==> src/rtl/uart_cmd_pkg.sv <==
// Shared constants and types for the UART host-command sequencer.
//   OP_RD / OP_WR : recognised opcodes (first byte of a frame)
//   TO_RDATA      : read data returned to the host when the bus times out
//   S_*           : sequencer state encodings
//   cmd_frame_t   : frame bytes held between captures
package uart_cmd_pkg;

   localparam logic [7:0]  OP_RD    = 8'h00;
   localparam logic [7:0]  OP_WR    = 8'h01;
   localparam logic [15:0] TO_RDATA = 16'hFFFF;

   localparam int unsigned IDX_W   = 3;
   localparam int unsigned STATE_W = 3;

   localparam logic [2:0] S_IDLE   = 3'd0;
   localparam logic [2:0] S_FETCH  = 3'd1;
   localparam logic [2:0] S_CAP    = 3'd2;
   localparam logic [2:0] S_BUS    = 3'd3;
   localparam logic [2:0] S_RESP_H = 3'd4;
   localparam logic [2:0] S_RESP_L = 3'd5;

   typedef struct packed {
      logic [7:0]  op;
      logic [15:0] addr;
      logic [7:0]  data_h;
   } cmd_frame_t;

endpackage

==> src/rtl/cmd_timeout_cnt.sv <==
// Cycle counter with a programmable limit; used for the bus and frame timeouts.
//   clk, rst   : clock, asynchronous active-high reset
//   clr        : synchronous clear (wins over en)
//   en         : count this cycle
//   limit      : number of enabled cycles until expiry
//   expired_c  : combinational pulse in the enabled cycle that makes the count reach limit
module cmd_timeout_cnt #(
   parameter int unsigned W = 16
) (
   input  logic         clk,
   input  logic         rst,
   input  logic         clr,
   input  logic         en,
   input  logic [W-1:0] limit,
   output logic         expired_c
);

   logic [W-1:0] cnt;

   // Count of enabled cycles seen since the last clear.
   always_ff @(posedge clk or posedge rst) begin
      if (rst) begin
         cnt <= '0;
      end else if (clr) begin
         cnt <= '0;
      end else if (en) begin
         cnt <= cnt + W'(1);
      end
   end

   // The current cycle is included, so a limit of N expires on the N-th enabled cycle.
   assign expired_c = en && !clr && ((cnt + W'(1)) == limit);

endmodule

==> src/rtl/uart_cmd_ctrl.sv <==
// Host-command sequencer: pops bytes from the rx FIFO, assembles 3-byte read or
// 5-byte write frames, runs one 16-bit register access per frame and returns read
// data (high byte first) through the tx FIFO.
//   clk, rst            : clock, asynchronous active-high reset
//   rx_rd, rx_emp, rx_re: rx FIFO read data / empty / read strobe
//   tx_wd, tx_we, tx_ful: tx FIFO write data / write strobe / full
//   bus_addr, bus_wdata : register access address and write data
//   bus_we, bus_re      : write / read request, held until bus_ack or timeout
//   bus_rdata, bus_ack  : read data and completion from the register bus
//   busy                : sequencer not idle
//   err_cmd, err_to     : sticky unknown-opcode and timeout flags
module uart_cmd_ctrl
   import uart_cmd_pkg::*;
#(
   parameter logic [15:0] BUS_TO   = 16'd1000,
   parameter logic [23:0] FRAME_TO = 24'd240000
) (
   input  logic        clk,
   input  logic        rst,
   input  logic [7:0]  rx_rd,
   input  logic        rx_emp,
   output logic        rx_re,
   output logic [7:0]  tx_wd,
   output logic        tx_we,
   input  logic        tx_ful,
   output logic [15:0] bus_addr,
   output logic [15:0] bus_wdata,
   output logic        bus_we,
   output logic        bus_re,
   input  logic [15:0] bus_rdata,
   input  logic        bus_ack,
   output logic        busy,
   output logic        err_cmd,
   output logic        err_to
);

   logic [STATE_W-1:0] state, state_n;
   logic [IDX_W-1:0]   idx, idx_n;
   cmd_frame_t         frm, frm_n;
   logic [15:0]        rdata, rdata_n, resp_c;
   logic               rx_re_n, tx_we_n, bus_we_n, bus_re_n, err_cmd_n, err_to_n;
   logic [7:0]         tx_wd_n;
   logic [15:0]        bus_addr_n, bus_wdata_n;
   logic               bus_exp_c, frame_exp_c, frame_en_c, frame_clr_c;

   // Bus request timer: runs only while a request is outstanding.
   cmd_timeout_cnt #(.W(16)) u_bus_to (
      .clk       (clk),
      .rst       (rst),
      .clr       (state != S_BUS),
      .en        (state == S_BUS),
      .limit     (BUS_TO),
      .expired_c (bus_exp_c)
   );

   // Inter-byte timer: runs while a partial frame waits on an empty rx FIFO.
   assign frame_en_c  = (idx != '0) && (state == S_IDLE) && rx_emp;
   assign frame_clr_c = (state == S_CAP) || (idx == '0);

   cmd_timeout_cnt #(.W(24)) u_frame_to (
      .clk       (clk),
      .rst       (rst),
      .clr       (frame_clr_c),
      .en        (frame_en_c),
      .limit     (FRAME_TO),
      .expired_c (frame_exp_c)
   );

   // State register and registered outputs.
   always_ff @(posedge clk or posedge rst) begin
      if (rst) begin
         state     <= S_IDLE;
         idx       <= '0;
         frm       <= '0;
         rdata     <= '0;
         rx_re     <= 1'b0;
         tx_we     <= 1'b0;
         tx_wd     <= '0;
         bus_addr  <= '0;
         bus_wdata <= '0;
         bus_we    <= 1'b0;
         bus_re    <= 1'b0;
         busy      <= 1'b0;
         err_cmd   <= 1'b0;
         err_to    <= 1'b0;
      end else begin
         state     <= state_n;
         idx       <= idx_n;
         frm       <= frm_n;
         rdata     <= rdata_n;
         rx_re     <= rx_re_n;
         tx_we     <= tx_we_n;
         tx_wd     <= tx_wd_n;
         bus_addr  <= bus_addr_n;
         bus_wdata <= bus_wdata_n;
         bus_we    <= bus_we_n;
         bus_re    <= bus_re_n;
         busy      <= (state_n != S_IDLE);
         err_cmd   <= err_cmd_n;
         err_to    <= err_to_n;
      end
   end

   // Next-state and next-output logic.
   always_comb begin
      state_n     = state;
      idx_n       = idx;
      frm_n       = frm;
      rdata_n     = rdata;
      rx_re_n     = 1'b0;
      tx_we_n     = 1'b0;
      tx_wd_n     = tx_wd;
      bus_addr_n  = bus_addr;
      bus_wdata_n = bus_wdata;
      bus_we_n    = bus_we;
      bus_re_n    = bus_re;
      err_cmd_n   = err_cmd;
      err_to_n    = err_to;
      resp_c      = bus_ack ? bus_rdata : TO_RDATA;

      case (state)
         S_IDLE: begin
            if (frame_exp_c) begin
               idx_n    = '0;
               err_to_n = 1'b1;
            end else if (!rx_emp) begin
               rx_re_n = 1'b1;
               state_n = S_FETCH;
            end
         end

         S_FETCH: state_n = S_CAP;

         S_CAP: begin
            state_n = S_IDLE;
            idx_n   = idx + IDX_W'(1);
            case (idx)
               3'd0: begin
                  if ((rx_rd != OP_RD) && (rx_rd != OP_WR)) begin
                     err_cmd_n = 1'b1;
                     idx_n     = '0;
                  end else begin
                     frm_n.op = rx_rd;
                  end
               end
               3'd1: frm_n.addr[15:8] = rx_rd;
               3'd2: begin
                  frm_n.addr[7:0] = rx_rd;
                  if (frm.op == OP_RD) begin
                     bus_addr_n = {frm.addr[15:8], rx_rd};
                     bus_re_n   = 1'b1;
                     idx_n      = '0;
                     state_n    = S_BUS;
                  end
               end
               3'd3: frm_n.data_h = rx_rd;
               default: begin
                  bus_addr_n  = frm.addr;
                  bus_wdata_n = {frm.data_h, rx_rd};
                  bus_we_n    = 1'b1;
                  idx_n       = '0;
                  state_n     = S_BUS;
               end
            endcase
         end

         S_BUS: begin
            // Ack wins over a coincident timeout.
            if (bus_ack || bus_exp_c) begin
               bus_we_n = 1'b0;
               bus_re_n = 1'b0;
               if (!bus_ack) err_to_n = 1'b1;
               if (bus_re) begin
                  rdata_n = resp_c;
                  // Issue the high byte straight away when the tx FIFO has room.
                  if (!tx_ful) begin
                     tx_we_n = 1'b1;
                     tx_wd_n = resp_c[15:8];
                     state_n = S_RESP_L;
                  end else begin
                     state_n = S_RESP_H;
                  end
               end else begin
                  state_n = S_IDLE;
               end
            end
         end

         S_RESP_H: begin
            if (!tx_ful) begin
               tx_we_n = 1'b1;
               tx_wd_n = rdata[15:8];
               state_n = S_RESP_L;
            end
         end

         S_RESP_L: begin
            // Skip the cycle of our own write so tx_ful already reflects it.
            if (!tx_ful && !tx_we) begin
               tx_we_n = 1'b1;
               tx_wd_n = rdata[7:0];
               state_n = S_IDLE;
            end
         end

         default: state_n = S_IDLE;
      endcase
   end

endmodule

==> config.mk <==
export PLATFORM = sky130hd
export DESIGN_NAME = uart_cmd_ctrl
export DESIGN_NICKNAME = d
export VERILOG_FILES = /design/src/rtl/uart_cmd_pkg.sv /design/src/rtl/cmd_timeout_cnt.sv /design/src/rtl/uart_cmd_ctrl.sv
export SDC_FILE = /design/constraint.sdc
export NUM_CORES = 1
export LEC_CHECK = 0
export ABC_AREA = 1
export CORE_MARGIN = 4
export CORE_UTILIZATION = 25
export DETAILED_ROUTE_END_ITERATION = 7
export DONT_BUFFER_PORTS = 1
export SYNTH_ARGS = -nofsm -noshare
export SYNTH_HDL_FRONTEND = slang
export SYNTH_HIERARCHICAL = 1
export SYNTH_SLANG_ARGS = --single-unit
==> constraint.sdc <==
create_clock -name clk -period 3.8 [get_ports clk]
set_clock_uncertainty 0.2 [all_clocks]
set_input_delay 0 -clock clk [delete_from_list [all_inputs] [get_ports clk]]
set_output_delay 0 -clock clk [all_outputs]
set_load 0.02 [all_outputs]
After elaboration in Yosys (flattened, before gate mapping)
Cells that the tools add are included.

Mux-type cells: 46. Reductions and logical operators: 42. Bitwise operators: 3. Equality and inequality tests: 23. Add/sub/neg operators: 3.

Operators by type and width (number): two-way mux 16 bit (4); two-way mux 24 bit (2); two-way mux 8 bit (5); one-hot mux 16 bit (2 select lines) (1); two-way mux 3 bit (9); adder 24 x 1 -> 24 bit (second input constant) (1); == test 24 x 18 -> 1 bit (second input constant) (1); one-hot mux 8 bit (3 select lines) (1); inequality test 2 bit (second input constant) (9); one-hot mux 3 bit (6 select lines) (1); adder 16 x 1 -> 16 bit (second input constant) (1); == test 16 x 10 -> 1 bit (second input constant) (1); two-way mux 1 bit (15); AND reduction 3 bit (5); == test 3 x 2 -> 1 bit (second input constant) (4); AND reduction 2 bit (5); nonzero test 2 bit (5); one-hot mux 3 bit (3 select lines) (1); nonzero test 3 bit (3); logical AND 1 bit (8); zero test 8 bit (1); inequality test 8 x 1 -> 1 bit (second input constant) (1); AND reduction 4 bit (2); nonzero test 8 bit (1); 18 further kinds (30).

Input bits: 29. Register bits after elaboration: 141. Output and inout port bits: 47. Logic and storage cells: 136.

Longest topological paths before layout
Gate-level depths: netlist (run 1).

Depth after elaboration: 8. Mapped depth: 22. Gate-level depth less buffers: 22.

By module
Netlist (run 1), hierarchy kept.

By module, submodules not included: uart_cmd_ctrl (times used 1, sequential area each 2527.4 µm², cells each 522, area each 4460.5 µm²); cmd_timeout_cnt at u_frame_to (times used 1, sequential area each 600.6 µm², cells each 346, area each 2133.3 µm²); cmd_timeout_cnt at u_bus_to (times used 1, sequential area each 400.4 µm², cells each 211, area each 1372.6 µm²).

Worst setup path after synthesis (run 1)
OpenSTA, ideal clock, no wires.

Path type: reg-to-reg. Start point: register idx[0]. End point: register busy. Cell stages (with the launch flop): 23. Clock period less this slack: 2.798 ns. Library setup time: 0.128 ns. Required time: 3.472 ns. Buffers on the path: 0. Data arrival time: 2.470 ns. Path slack: 1.002 ns. Cells stage by stage: dfrtp_1 -> inv_1 -> ha_1 -> nand2_1 -> inv_1 -> nor2_1 -> inv_1 -> nor2_2 -> nand3_1 -> nor2_1 -> nand3_1 -> nor2_1 -> nand2_1 -> nor2_1 -> nand2_1 -> nor2_1 -> nand2_1 -> nor2_1 -> nor2_1 -> nand3_1 -> nand3_1 -> nor3_1 -> nand2_1.

Cells in the longest elaborated chain, start to end: 8. Elaborated cells between the ends (all ways): 16. Classes of those cells: eq/ne (3); mux (3); reduce/logical (10).

Ends and longest elaborated chain: from (decl) (line uart_cmd_ctrl.sv:38) `logic [IDX_W-1:0] idx, idx_n;`; from (signal assigned) (line uart_cmd_ctrl.sv:88) `idx <= idx_n;`; nonzero test 3 bit (line uart_cmd_ctrl.sv:57) `assign frame_en_c = (idx != '0) && (state == S_IDLE) && rx_emp;`; logical AND 1 bit (2 in a row) (line uart_cmd_ctrl.sv:57); named net frame_en_c (line uart_cmd_ctrl.sv:44) `logic bus_exp_c, frame_exp_c, frame_en_c, frame_clr_c;`; logical AND 1 bit (2 in a row) (line cmd_timeout_cnt.sv:32) `assign expired_c = en && !clr && ((cnt + W'(1)) == limit);`; named net frame_exp_c (line uart_cmd_ctrl.sv:44); two-way mux 3 bit (line uart_cmd_ctrl.sv:123) `if (frame_exp_c) begin`; one-hot mux 3 bit (6 select lines) (line uart_cmd_ctrl.sv:121) `case (state)`; nonzero test 3 bit (line uart_cmd_ctrl.sv:98) `busy <= (state_n != S_IDLE);`; to (signal assigned) (line uart_cmd_ctrl.sv:98); to (decl) (line uart_cmd_ctrl.sv:32) `output logic busy,`.

The timed path passes the listed nets, and every way through them passes these cells. A chain may end at the register's enable or synchronous reset.

Worst setup path in the final report (run 1)
Start point: register state[0]. End point: register tx_wd[5].

Cells in the longest elaborated chain, start to end: 7. Elaborated cells between the ends (all ways): 16. Classes of those cells: eq/ne (9); mux (1); reduce/logical (6).

Ends and longest elaborated chain: from (decl) (line uart_cmd_ctrl.sv:37) `logic [STATE_W-1:0] state, state_n;`; from (signal assigned) (line uart_cmd_ctrl.sv:87) `state <= state_n;`; inequality test 3 x 2 -> 1 bit (line uart_cmd_ctrl.sv:50) `.clr (state != S_BUS),`; zero test 1 bit (line cmd_timeout_cnt.sv:32); logical AND 1 bit * (2 in a row) (line cmd_timeout_cnt.sv:32); named net bus_exp_c (line uart_cmd_ctrl.sv:44); logical OR 1 bit * (line uart_cmd_ctrl.sv:169) `if (bus_ack || bus_exp_c) begin`; inequality test 2 bit (no source line) *; AND reduction 6 bit (no source line) *; to (signal assigned) (line uart_cmd_ctrl.sv:93) `tx_wd <= tx_wd_n;`; to (decl) (line uart_cmd_ctrl.sv:23) `output logic [7:0] tx_wd,`.

The timed path passes the listed nets; every way through them passes the cells marked *.

==> results_dict.tcl, run 1 <==
set metrics [dict create \
    grt_pass1_vias 6622 \
    cts_max_path_buffers 2 \
    cp-endpoint "tx_wd[5]" \
    rows 65 \
    endpoint_kind "flip-flop" \
    crit-reg2reg-capture "tx_wd[5]" \
    grt_max_degree 72 \
    start_util 0.253 \
    post-route-period-util 0.880 \
    insertion_delay_ps 430 \
    p_per_area_nw_per_um2 496 \
    core-area_um2 31500 \
    max_freq_mhz 299 \
    postSynthCellCount 1079 \
    dieArea_um2 34800 \
    reg2reg_slack_ps 460 \
    finalWorstSetupSlack_ps 455 \
    holdCritPathClass "in -> async" \
    clk_pin_slew_worst_paths_ps 70 \
    synth_area_leader_cell "dfrtp_1" \
    grt.total_usage 0.117 \
    fin_crit_ps 3340 \
    critPathKind "reg -> reg" \
    switching_share 0.367 \
    drive_above_1_share 0.0867 \
    final-setup-viol-count 0 \
    start_kind "flip-flop" \
    vias_per_cell 4.30 \
    drtIter0Drc 479 \
    syn_avg_cell_area_um2 7.38 \
    wl_per_cell_um 12.6 \
    io_buffers 0 \
    grt_first_pass_wirelength_mm 33.7 \
    synthTopCellsByArea "dfrtp_1 (44%), nand2_1 (18%), inv_1 (6.9%)" \
    finalNetCount 1222 \
    synth_area_um2 7970 \
    hold_slack_ps 59.6 \
    cts_sinks 141 \
    cts_root_buffer "clkbuf_16" \
    ys_seq_area_frac 0.443 \
    stdcell_count 1601 \
    yosys_most_used_dff "dfrtp_1" \
    cts_resized 0 \
    status "completed" \
    p_leak_nw 4.72 \
    timing.final.hold_violations 0 \
    max_cap_violations 0 \
    antenna_left 0 \
    h-tree-depth 4 \
    synth_top_area_frac 0.443 \
    comb_power_share 0.165 \
    synth-edff-count 0 \
    drv_slew 0 \
    synth_cell_type_count 43 \
    slew_headroom 0.285 \
    cts_tree "yes" \
    placed_cells_incl_taps 1538 \
    switchingPower_mw 1.73 \
    finalSetupTns_ps 0 \
    io-pin-count 76 \
    gp_congestion 0.819 \
    area_growth_pct 19.8 \
    post-route-drc-count 0 \
    overflow 0 \
    cp-startpoint "state[0]" \
    tightestPinTransition_ps 1070 \
    async_reset_ff_frac 1.00 \
    peakVddDrop_mv 0.302 \
    die_x_um 187 \
    yosys_register_bits 141 \
    r2r_cells 20 \
    firstDrtPassIters 5 \
    wirelength_mm 20.1 \
    die_h_um 187 \
    crit_arrival_ps 3510 \
    insertedDiodeCount 0 \
    antenna_found_initial 1 \
    cp_max_fo 10 \
    hpwl_mm 14.5 \
    p_int_mw 3.00 \
    power_frac_seq 0.482 \
    cts_made_buffers 17 \
    required_ps 3960 \
    power_frac_clock 0.354 \
    rsz0062_at_grt "no" \
    power_mw 4.73 \
    via_count 6888 \
    place_worst_setup_slack_ps 676 \
    reg2reg_from "state[0]" \
    yosysWarnings 6 \
]
[what timing repair did]
item,CTS,global route
setup endpoints to repair,0,0
hold endpoints to repair,201,0
setup buffers,0,0
hold buffers,31,0
[state kept, by name, summed over array words and instances, names as in the netlist]
| register | flops |
|---|---|
| u_frame_to/cnt | 24 |
| state | 3 |
| bus_we | 1 |
| err_to | 1 |
| u_bus_to/cnt | 16 |
| err_cmd | 1 |
| bus_wdata | 16 |
| tx_we | 1 |
| rx_re | 1 |
| busy | 1 |
| frm | 32 |
| idx | 3 |
| rdata | 16 |
| tx_wd | 8 |
| bus_addr | 16 |
| bus_re | 1 |
[worst max-delay path, stage by stage (launching register included)]
cell	delay (ps)
dfrtp_1	460
nand2_2	100
nor2_4	140
inv_1	100
nor2_2	100
buf_4	180
nand3_1	80
nor2_1	100
nand3_1	100
nor2_1	100
nand2_1	50
nor2_1	80
nand3_1	100
nor2_1	150
inv_1	60
nand2_1	130
nand3_1	170
nand3_4	190
nand2_1	60
dlygate4sd3_1	550
nand2_1	60
[cell usage in the layout (no fill, tap or decap), types with 13 or more instances in the layout]
master,synthesis,layout
nand3_1,79,79
nand2_1,391,391
dfrtp_1,141,141
inv_1,147,146
nor2_1,67,67
o22ai_1,23,23
nor2_4,13,13
conb_1,2,71
o21ai_0,79,79
nand2_2,17,17
clkbuf_16,0,17
dlygate4sd3_1,0,31
[stage by stage]
step / area, um2 / utilization
finish: 9550 / 0.303
global route: 9550 / 0.303
CTS: 9550 / 0.303
detailed placement: 8640 / 0.275
floorplan: 8230 / -
global placement: 8640 / 0.275
[synth_stat cells (2+ instances only)]
master / count
a22oi_1: 7
a31oi_1: 2
buf_2: 3
buf_6: 4
clkbuf_1: 5
clkinv_1: 3
conb_1: 2
dfrtp_1: 141
ha_1: 7
inv_1: 147
inv_2: 3
nand2_1: 391
nand2_2: 17
nand2_4: 3
nand3_1: 79
nand3_2: 5
nand3b_1: 11
nand4_1: 11
nand4_2: 2
nor2_1: 67
nor2_2: 10
nor2_4: 13
nor3_1: 4
o21ai_0: 79
o21ai_1: 9
o21ai_2: 8
o22ai_1: 23
xnor2_1: 2
xnor3_1: 2
xor2_1: 6
[power by group through the flow]
stage | Sequential, mW | Clock [mW] | Combinational, mW
2_1_floorplan | 2.23 | 0 | 0.619
3_3_place_gp | 2.31 | 0 | 0.736
3_5_place_dp | 2.31 | 0 | 0.754
4_1_cts | 2.29 | 1.71 | 0.787
5_1_grt | 2.32 | 1.78 | 0.916
6_report | 2.28 | 1.67 | 0.778
[cells by family after synthesis]
group           after synthesis  share of synthesized area
compound gates              131                     0.0930
xor+xnor                     11                     0.0174
fa+ha+maj                     7                     0.0110
buf+inv                     170                     0.0878
flops                       141                      0.443
other cells                   2                   0.000943
simple gates                617                      0.347
[how the worst min path moves through the flow]
stage / from / end
2_1_floorplan: rst / u_bus_to/cnt[0]
3_3_place_gp: rst / u_bus_to/cnt[2]
3_5_place_dp: rst / u_bus_to/cnt[0]
4_1_cts: rst / u_bus_to/cnt[4]
5_1_grt: bus_rdata[13] / rdata[13]
6_report: rst / u_bus_to/cnt[12]
[final cells by class]
| type | instances | area, um2 |
|---|---|---|
| multi-input combinational | 837 | 4000 |
| timing repair buffer | 34 | 333 |
| inverter | 155 | 592 |
| fill | 3310 | 21900 |
| clock inverter | 15 | 168 |
| clock buffer | 17 | 425 |
| tap | 402 | 503 |
| sequential | 141 | 3530 |
[metal layers]
| metal | GRT usage | share of wire |
|---|---|---|
| met1 | 0.154 | 0.47 |
| met5 | 0 | 0 |
| met4 | 0.0296 | 0.0086 |
| met3 | 0.0292 | 0.047 |
| met2 | 0.193 | 0.47 |
Power figures use the tool's default switching activity.
==> run 2, diff against run 1 <==
--- a/config.mk
+++ b/config.mk
@@ -12,5 +12,4 @@
 export DONT_BUFFER_PORTS = 1
 export SYNTH_ARGS = -nofsm -noshare
 export SYNTH_HDL_FRONTEND = slang
-export SYNTH_HIERARCHICAL = 1
 export SYNTH_SLANG_ARGS = --single-unit
==> run 2 against run 1 <==
  * The flow now finishes with violations (hold timing)
  * Cell count is 18% lower
  * Non-clock buffer count up 12
  * Combinational power is 8.7% lower
  * Register-to-register slack gained 670 ps
  * Sequential cell count unchanged
==> results_dict.tcl, run 2 <==
set metrics [dict create \
    status "complete, but fails checks" \
    failed_checks "hold timing" \
    async_reset_ff_frac 1.00 \
    cts_tree "yes" \
    peakVddDrop_mv 0.305 \
    post-route-drc-count 0 \
    syn_avg_cell_area_um2 8.04 \
    drv_slew 0 \
    gp_congestion 0.917 \
    cts_max_path_buffers 2 \
    max_cap_violations 0 \
    slew_headroom 0.391 \
    finalSetupTns_ps 0 \
    p_per_area_nw_per_um2 550 \
    h-tree-depth 4 \
    p_int_mw 3.13 \
    synth_area_leader_cell "dfrtp_1" \
    hpwl_mm 12.4 \
    finalWorstSetupSlack_ps 1130 \
    met2_usage 0.189 \
    synth_top_area_frac 0.504 \
    ys_seq_area_frac 0.504 \
    syn-num-nets 908 \
    power_frac_clock 0.387 \
    final_common_cell "nand2_1" \
    top_regs "frm: 32 flops, u_frame_to.cnt: 24 flops" \
    hold_slack_ps -11.9 \
    cts_sinks 141 \
    tightestPinTransition_ps 911 \
    switchingPower_mw 1.54 \
    drtIter0Drc 440 \
    slowest_delay_ps 500 \
    use_met1 0.144 \
    path_depth 11 \
    postSynthCellCount 871 \
    firstDrtPassIters 5 \
    comb_power_share 0.152 \
    regMostFlops "frm" \
    required_ps 3960 \
    crit_arrival_ps 2830 \
    dieArea_um2 30800 \
    p_leak_nw 3.81 \
    antenna_found_initial 0 \
    grt.total_usage 0.119 \
    endpoint_kind "flip-flop" \
    synth-edff-count 0 \
    cts_resized 0 \
    holdCritPathClass "in -> async" \
    multiInputGateArea_um2 2990 \
    largest_reg_flops 32 \
    start_kind "flip-flop" \
    top_usage_layer "met2" \
    wl_per_cell_um 13.6 \
    finalNetCount 953 \
    cp_cell_sequence "inv_1, ha_1, nand2_1, nand2_1, nor2_1, nand3_1, nor2_1, nand4_1, nor2_1, nand4_1, nand2_1" \
    grt_first_pass_wirelength_mm 29.8 \
    power_frac_seq 0.461 \
    post-cts-setup-buffers 0 \
    regArea_um2 3530 \
    rows 61 \
    die_h_um 175 \
    io-pin-count 76 \
    final-setup-viol-count 0 \
    synth_area_um2 7010 \
    cts_made_buffers 17 \
    cts_root_buffer "clkbuf_16" \
    wirelength_mm 17.8 \
    worst-path-buf-inv 1 \
    post-route-period-util 0.703 \
    synth.most_common_cell "nand2_1" \
    fill_cells 2858 \
    vias_per_cell 4.49 \
    yosys_most_used_dff "dfrtp_1" \
    place_worst_setup_slack_ps 1140 \
    clk_pin_slew_worst_paths_ps 70 \
    final_cell_mix "nand2_1 (264), dfrtp_1 (141), inv_1 (93)" \
    critPathKind "reg -> reg" \
    cp_max_fo 17 \
    ys_top_cells_by_count "nand2_1 (264), dfrtp_1 (141), inv_1 (94), nor2_1 (92), o21ai_0 (51)" \
    yosys_register_bits 141 \
    synth_cell_type_count 37 \
    antenna_left 0 \
    io_buffers 0 \
    r2r_cells 11 \
    insertedDiodeCount 0 \
    path_delay_family "simple AND/OR/NAND/NOR gates" \
    timing.final.hold_violations 5 \
    switching_share 0.330 \
    insertion_delay_ps 420 \
    drive_above_1_share 0.0958 \
    start_util 0.253 \
    die_x_um 175 \
    synthTopCellsByArea "dfrtp_1 (50%), nand2_1 (14%), inv_1 (5.0%)" \
    max_freq_mhz 375 \
    overflow 0 \
    fin_crit_ps 2670 \
    slowest_stage "nand2_1" \
    core-area_um2 27700 \
    grt_pass1_vias 5854 \
    yosysWarnings 0 \
    rsz0062_at_grt "no" \
    met3_usage 0.0521 \
    grt_max_degree 142 \
    via_count 5862 \
    area_growth_pct 21.0 \
]
## run 2: worst reg2reg max path: cells and delay by family, from the launching register on
family        cells  cell delay [ps]
buf+inv           1              100
flops             1              410
simple gates      9             1710
fa+ha+maj         1              200
## run 2: timing repair
item                                   in CTS  in global routing
hold buffers                               43                  0
setup endpoints to repair                   0                  0
endpoints found under the hold margin     230                  0
## run 2: layout make-up
class,instances,area share
sequential,141,0.416
multi-input combinational,609,0.353
tap,378,0.0558
timing repair buffer,46,0.0549
clock buffer,18,0.0506
inverter,101,0.0452
clock inverter,14,0.0245
## run 2: final timing paths
check / end / from / slack [ps]
max: err_to / idx[0] / 1130
min: u_frame_to.cnt[8] / rst / -10
max reg2reg: err_to / idx[0] / 1130
min reg2reg: frm[28] / frm[28] / 270
max in group asynchronous: bus_wdata[14] / rst / 2670
min in group clk: err_to / bus_ack / 50
## run 2: cell families (layout without fill, tap and decap cells)
| kind of cell | after synthesis | count (layout) | synth area share |
|---|---|---|---|
| multiplexers | 8 | 8 | 0.0129 |
| flip-flops | 141 | 141 | 0.504 |
| XOR/XNOR | 7 | 7 | 0.00875 |
| adder cells (fa/ha/maj) | 8 | 8 | 0.0143 |
| buffers and inverters | 121 | 179 | 0.0695 |
| AND/OR/NAND/NOR | 472 | 472 | 0.292 |
| AO/OA/AOI/OAI | 114 | 114 | 0.0991 |
## run 2: power groups by stage
stage | sequential, mW | clock, mW | combinational [mW]
2_1_floorplan | 2.09 | 0 | 0.547
3_3_place_gp | 2.18 | 0 | 0.664
3_5_place_dp | 2.18 | 0 | 0.678
4_1_cts | 2.16 | 1.84 | 0.716
5_1_grt | 2.20 | 1.91 | 0.819
6_report | 2.15 | 1.80 | 0.710
## run 2: metrics by stage
stage / instance area [um2] / util / std cells / power, mW
2_1_floorplan: 7010 / - / 871 / 2.64
3_3_place_gp: 7410 / 0.267 / 1232 / 2.84
3_5_place_dp: 7410 / 0.267 / 1232 / 2.86
4_1_cts: 8480 / 0.306 / 1307 / 4.72
5_1_grt: 8480 / 0.306 / 1307 / 4.93
6_report: 8480 / 0.306 / 1307 / 4.66
## run 2: layer usage
layer | vias to the layer above | share of wire | routed length, um
met4 | 0 | 0.028 | 493
met2 | 145 | 0.46 | 8240
met5 | - | 0 | 0
met1 | 2770 | 0.43 | 7670
li1 | 2910 | - | -
met3 | 37 | 0.080 | 1420
